[config.mk]
export PLATFORM = sky130hd
export DESIGN_NAME = up_int
export DESIGN_NICKNAME = d
export VERILOG_FILES = /design/src/rtl/up_int.sv
export SDC_FILE = /design/constraint.sdc
export NUM_CORES = 1
export LEC_CHECK = 0
export BUFFER_PORTS_ARGS = -buffer_cell sky130_fd_sc_hd__buf_2
export CORE_MARGIN = 8
export CORE_UTILIZATION = 35
export DETAILED_ROUTE_END_ITERATION = 8
export MAX_ROUTING_LAYER = met4
export PLACE_DENSITY_LB_ADDON = 0.15
export SYNTH_ARGS = -nofsm -noshare
export SYNTH_HDL_FRONTEND = slang
export SYNTH_SLANG_ARGS = --single-unit
[constraint.sdc]
create_clock -name clk -period 1.8 [get_ports clk]
set_input_delay 0.27 -clock clk [delete_from_list [all_inputs] [get_ports clk]]
set_output_delay 0.27 -clock clk [all_outputs]
set_load 0.01 [all_outputs]
[src/rtl/up_int.sv]
// up_int: interrupt front-end -- synchronise and debounce event lines, latch masked rising
// edges as pending requests, and issue fixed-length interrupt pulses in fixed priority order.
module up_int #(
  parameter int N_SRC     = 4,
  parameter int DB_CYCLES = 4,
  parameter int PULSE_LEN = 2,
  parameter int HOLDOFF   = 16
) (
  input  logic             clk,
  input  logic             nRst,
  input  logic [N_SRC-1:0] src,
  input  logic [N_SRC-1:0] mask,
  output logic             intr,
  output logic [2:0]       int_id,
  output logic [N_SRC-1:0] pending
);
  localparam int CW   = $clog2(DB_CYCLES + 1);
  localparam int TMAX = PULSE_LEN > HOLDOFF ? PULSE_LEN : HOLDOFF;
  localparam int TW   = $clog2(TMAX + 1);
  typedef enum logic [1:0] {IDLE, PULSE, HOLD} state_t;
  state_t           state, state_n;
  logic [N_SRC-1:0] s1, s2, stable, stable_d, req, rise, clr;
  logic [CW-1:0]    cnt [N_SRC];
  logic [TW-1:0]    tmr, tmr_n;
  logic [2:0]       k, id_n;
  logic             intr_n;
  // A full count means the line differed from stable for DB_CYCLES samples, so stable flips.
  always_ff @(posedge clk or negedge nRst) begin
    if (!nRst) begin
      stable <= '0;
      for (int i = 0; i < N_SRC; i++) cnt[i] <= '0;
    end else begin
      for (int i = 0; i < N_SRC; i++) begin
        if (cnt[i] == CW'(DB_CYCLES)) begin
          cnt[i]    <= '0;
          stable[i] <= ~stable[i];
        end else begin
          cnt[i] <= (s2[i] != stable[i]) ? cnt[i] + CW'(1) : '0;
        end
      end
    end
  end
  always_ff @(posedge clk or negedge nRst) begin
    if (!nRst) begin
      s1       <= '0;
      s2       <= '0;
      stable_d <= '0;
      pending  <= '0;
      state    <= IDLE;
      tmr      <= '0;
      intr     <= 1'b0;
      int_id   <= '0;
    end else begin
      s1       <= src;
      s2       <= s1;
      stable_d <= stable;
      pending  <= (pending & ~clr) | (rise & mask);
      state    <= state_n;
      tmr      <= tmr_n;
      intr     <= intr_n;
      int_id   <= id_n;
    end
  end
  // A fresh edge on the bit being issued survives the clear, so it is serviced again later.
  always_comb begin
    req     = pending & mask;
    rise    = stable & ~stable_d;
    k       = '0;
    for (int i = N_SRC - 1; i >= 0; i--) k = req[i] ? 3'(i) : k;
    state_n = state;
    tmr_n   = tmr;
    intr_n  = 1'b0;
    id_n    = int_id;
    clr     = '0;
    if (state == IDLE && |req) begin
      state_n = PULSE;
      tmr_n   = '0;
      intr_n  = 1'b1;
      id_n    = k;
      clr     = N_SRC'(1) << k;
    end else if (state == PULSE) begin
      intr_n  = tmr != TW'(PULSE_LEN - 1);
      tmr_n   = intr_n ? tmr + TW'(1) : '0;
      state_n = intr_n ? PULSE : HOLD;
    end else if (state == HOLD) begin
      tmr_n   = tmr + TW'(1);
      state_n = (tmr == TW'(HOLDOFF - 1)) ? IDLE : HOLD;
    end
  end
endmodule
==> impl_summary.md <==
Power
The share of total power dissipated in combinational logic is 0.316. The overall power of the completed layout is roughly 3300 uW. The worst-case IR drop observed on VDD is approximately 0.00050 V. Power spread over the standard cell area amounts to approximately 1500 nW/um^2. The internal power is about 2200 uW. Of the total power, the clock network draws 0.220. The fraction of power spent switching nets is 0.346.

The leakage power is between 0.001 and 0.0015 uW. The share of total power in sequential cells is 0.463. The power spent charging and discharging nets is about 1200 uW.

Floorplanning
The vertical die dimension is 90.2 microns. The starting density of the core is 0.356. The floorplan step set the die width to around 90 microns. The core region area is between 5000 and 6000 sq um.

18 I/O pins were placed. The full die area is 8140 sq um. The number of standard-cell rows in the floorplan is 27.

Clock network
The CTS root buffer is sky130_fd_sc_hd__clkbuf_8. Clock latency on the worst-skew pair, taken at its later pin, is approximately 290 ps. The number of buffers on the longest clock path is 2. In this run, CTS created clock tree buffers numbering 5. After clock tree synthesis, the repair step resized 0 gates.

TritonCTS built the clock tree. For this design, the sink count on the clock tree is 42. The number of H-tree branching levels is 2. The CTS clock-pin slew for the worst setup and hold paths is around 80 ps.

Logic synthesis
The number of enable flip-flop cells after synthesis is 0. Synthesis produced a netlist with a net count of 198. In this run, synthesis produced a sequential element count of 42.

The mean area per synthesized cell is approximately 11 sq um. Summing every instance area after synthesis gives approximately 1900 sq um. Among all flip-flop cells after synthesis, the most frequent one is sky130_fd_sc_hd__dfrtp_1.

The post-synthesis sequential area ratio is 0.545. The instance count of the mapped netlist is 177. In this run, distinct cell masters in the synthesized netlist total 39. Of all flip-flops after synthesis, the portion carrying an async set or reset was 1.00. The Yosys step of the flow raised 0 warnings.

STA
The number of setup violations in the final report is 0. The final critical-path share of the clock period is 0.898. The worst setup slack after layout is between 150 and 200 ps. Derived from the worst setup path, the maximum achievable clock frequency is approximately 620 MHz. The count of final max-slew check failures is 0. The final worst clock skew is ~3.9 ps.

Measured against its own limit, the worst slew margin works out to 0.664. The actual transition at the worst max-transition pin is 504 ps. Adding up every negative setup slack in the final design gives 0 ps. The number of endpoints with negative hold slack in the final report came to 0. Setup repair after global routing left no endpoint under its margin. The routed design could run at a clock period as short as 1620 ps.

Setup path
The number of cells on the worst reg-to-reg path is 6. STA classifies the critical path endpoint as a flip-flop. For flop-to-flop paths, the worst setup slack is 180 ps. The kind of start point of the critical path is a flip-flop. The critical path is of the reg -> reg type.

STA puts the critical path data required time at a little over 2000 ps. The worst register-to-register path ends at tmr[4]$_DFFE_PN0P_. Data on the critical path arrives at its endpoint at ~1800 ps. Along the worst path, the maximum fanout reaches 7. The capture point of the critical path is tmr[4]$_DFFE_PN0P_.

In this run the critical register-to-register path is launched from tmr[1]$_DFFE_PN0P_. The startpoint of the most critical setup path is tmr[1]$_DFFE_PN0P_.

Route
The number of detailed-route iterations in the first pass is 4. The number of DRC markers in iteration 0 is 38. The final wirelength is ~3400 microns.

The routed wire length per instance is about 12 microns. The post-route DRC violation count is 0. In the routed layout, each cell is associated on average with a via count of 4.81. In this run the remaining antenna-violating nets after routing total 0. Detailed routing inserted a total of 1,312 vias.

GRT
The initial antenna violation count is 0. For this run, the total global-route usage over all layers was measured as 0.0926. The global-route wire length before repair is 6220 microns. The number of global-route vias before repair is 1,352.

Entering global routing, the biggest net connects 23 pins. The residual overflow from global routing is 0.

Run
Across the run, the number of max-cap violations was 0.

Finish
The count of inserted antenna diode cells is 0. The layout overhead on the synthesized area is 15.1%. Across the whole layout, storage elements account for 1050 sq um. The layout has around 540 filler cells. Summing all multi-input logic gate instances after layout gives approximately 770 sq um. The final-stage net count is about 220. Of the cells placed in the final design, the portion with a size suffix greater than 1 is 0.169.

Placement
The sum of net half-perimeters after detailed placement is approximately 2500 microns. Input and output buffers added on the ports amount to 16. Prior to clock tree synthesis, the placed netlist has a worst setup slack of 198 ps. At the end of routability-driven placement, the weighted congestion stood at 0.844.

Worst hold path
In this run the worst hold path is classified as in -> reg.

Status
The flow ran to the end, and the final reports show no timing, DRC or antenna violations.
-- worst max-delay path, cell delays in order (launching register included) --
cell	delay, ps
sky130_fd_sc_hd__dfrtp_1	450
sky130_fd_sc_hd__ha_1	220
sky130_fd_sc_hd__and3_1	180
sky130_fd_sc_hd__ha_1	290
sky130_fd_sc_hd__nor3_1	170
sky130_fd_sc_hd__a21oi_1	60
sky130_fd_sc_hd__a21oi_1	170
-- power by group through the flow --
stage,clock network [uW],logic [uW],registers (uW)
after floorplan,0,782,1510
after global placement,0,1010,1550
after detailed placement,0,1050,1570
after CTS,765,1070,1550
after global routing,804,1210,1600
final,736,1060,1550
-- how the worst min path moves through the flow --
stage / slack (ps) / cells after the start / end / start
after floorplan: -30 / 0 / cnt[0]$_DFF_PN0_ / nRst
after global placement: 260 / 1 / pending[3]$_DFF_PN0_ / nRst
after detailed placement: 280 / 1 / pending[3]$_DFF_PN0_ / nRst
after CTS: 70 / 1 / s1[3]$_DFF_PN0_ / src[3]
after global routing: 60 / 1 / s1[3]$_DFF_PN0_ / src[3]
final: 80 / 1 / s1[3]$_DFF_PN0_ / src[3]
-- logic make-up after synthesis --
family / count (synthesis) / share of synthesized area
and+or+nand+nor: 53 / 0.155
DFF: 42 / 0.545
AOI/OAI and AO/OA: 34 / 0.114
buffers and inverters: 24 / 0.0526
adders and majority gates: 12 / 0.0766
xor gates and xnor gates: 8 / 0.0364
muxes: 3 / 0.0182
other: 1 / 0.00195
-- cells in the final DEF (no fill, tap or decap), types with 2 or more instances in the layout --
master / count
sky130_fd_sc_hd__dfrtp_1: 42
sky130_fd_sc_hd__inv_1: 19
sky130_fd_sc_hd__nand2_1: 16
sky130_fd_sc_hd__buf_2: 16
sky130_fd_sc_hd__a21oi_1: 15
sky130_fd_sc_hd__ha_1: 11
sky130_fd_sc_hd__nor2_1: 10
sky130_fd_sc_hd__xnor2_1: 8
sky130_fd_sc_hd__and2_1: 8
sky130_fd_sc_hd__o21ai_0: 5
sky130_fd_sc_hd__nor3_1: 5
sky130_fd_sc_hd__clkbuf_8: 5
sky130_fd_sc_hd__buf_4: 4
sky130_fd_sc_hd__nand3_1: 3
sky130_fd_sc_hd__a32o_1: 2
sky130_fd_sc_hd__a32oi_1: 2
sky130_fd_sc_hd__mux2i_1: 2
sky130_fd_sc_hd__a311oi_1: 2
sky130_fd_sc_hd__a31oi_1: 2
-- metrics by stage --
step | util | hold slack, ps | area (sq um) | cells
CTS | 0.410 | 67.5 | 2220 | 273
global placement | 0.388 | 257 | 2100 | 264
finish | 0.410 | 80.3 | 2220 | 273
floorplan | - | -25.6 | 1930 | 177
global route | 0.410 | 64.2 | 2220 | 273
detailed placement | 0.388 | 279 | 2100 | 264
-- layer usage --
| layer | GRT usage | vias to the layer above | wire, microns |
|---|---|---|---|
| met2 | 0.149 | 24 | 1590 |
| met4 | 0.0402 | 0 | 58 |
| li1 | - | 645 | - |
| met3 | 0.0266 | 5 | 150 |
| met5 | - | - | 0 |
| met1 | 0.105 | 638 | 1600 |
-- layout make-up --
| class | count | area share |
|---|---|---|
| clock buffer | 6 | 0.0327 |
| sequential | 42 | 0.474 |
| inverter | 19 | 0.0322 |
| tap | 72 | 0.0406 |
| timing repair buffer | 21 | 0.0542 |
| clock inverter | 2 | 0.0169 |
| multi-input combinational | 111 | 0.349 |
-- sequential cells by signal, indices dropped and copies added (netlist names) --
signal and count:
cnt 12, intr 1, stable 4, int_id 2, s1 4, s2 4, state 2, stable_d 4
tmr 5, pending 4
-- repair_timing --
action / 4_1_cts / 5_1_grt
setup buffers: 0 / 0
hold buffers: 1 / 0
hold endpoints to repair: 20 / 0
-- synth_stat cells (3+ instances only) --
cell	instances	share of area
sky130_fd_sc_hd__nand3_1	3	0.0078
sky130_fd_sc_hd__o21ai_0	5	0.013
sky130_fd_sc_hd__clkbuf_1	3	0.0058
sky130_fd_sc_hd__ha_1	11	0.071
sky130_fd_sc_hd__nand2_1	16	0.031
sky130_fd_sc_hd__dfrtp_1	42	0.55
sky130_fd_sc_hd__xnor2_1	8	0.036
sky130_fd_sc_hd__nor3_1	5	0.013
sky130_fd_sc_hd__a21oi_1	15	0.039
sky130_fd_sc_hd__nor2_1	10	0.019
sky130_fd_sc_hd__inv_1	19	0.037
sky130_fd_sc_hd__and2_1	8	0.026
(Power assumes the default switching activity.)
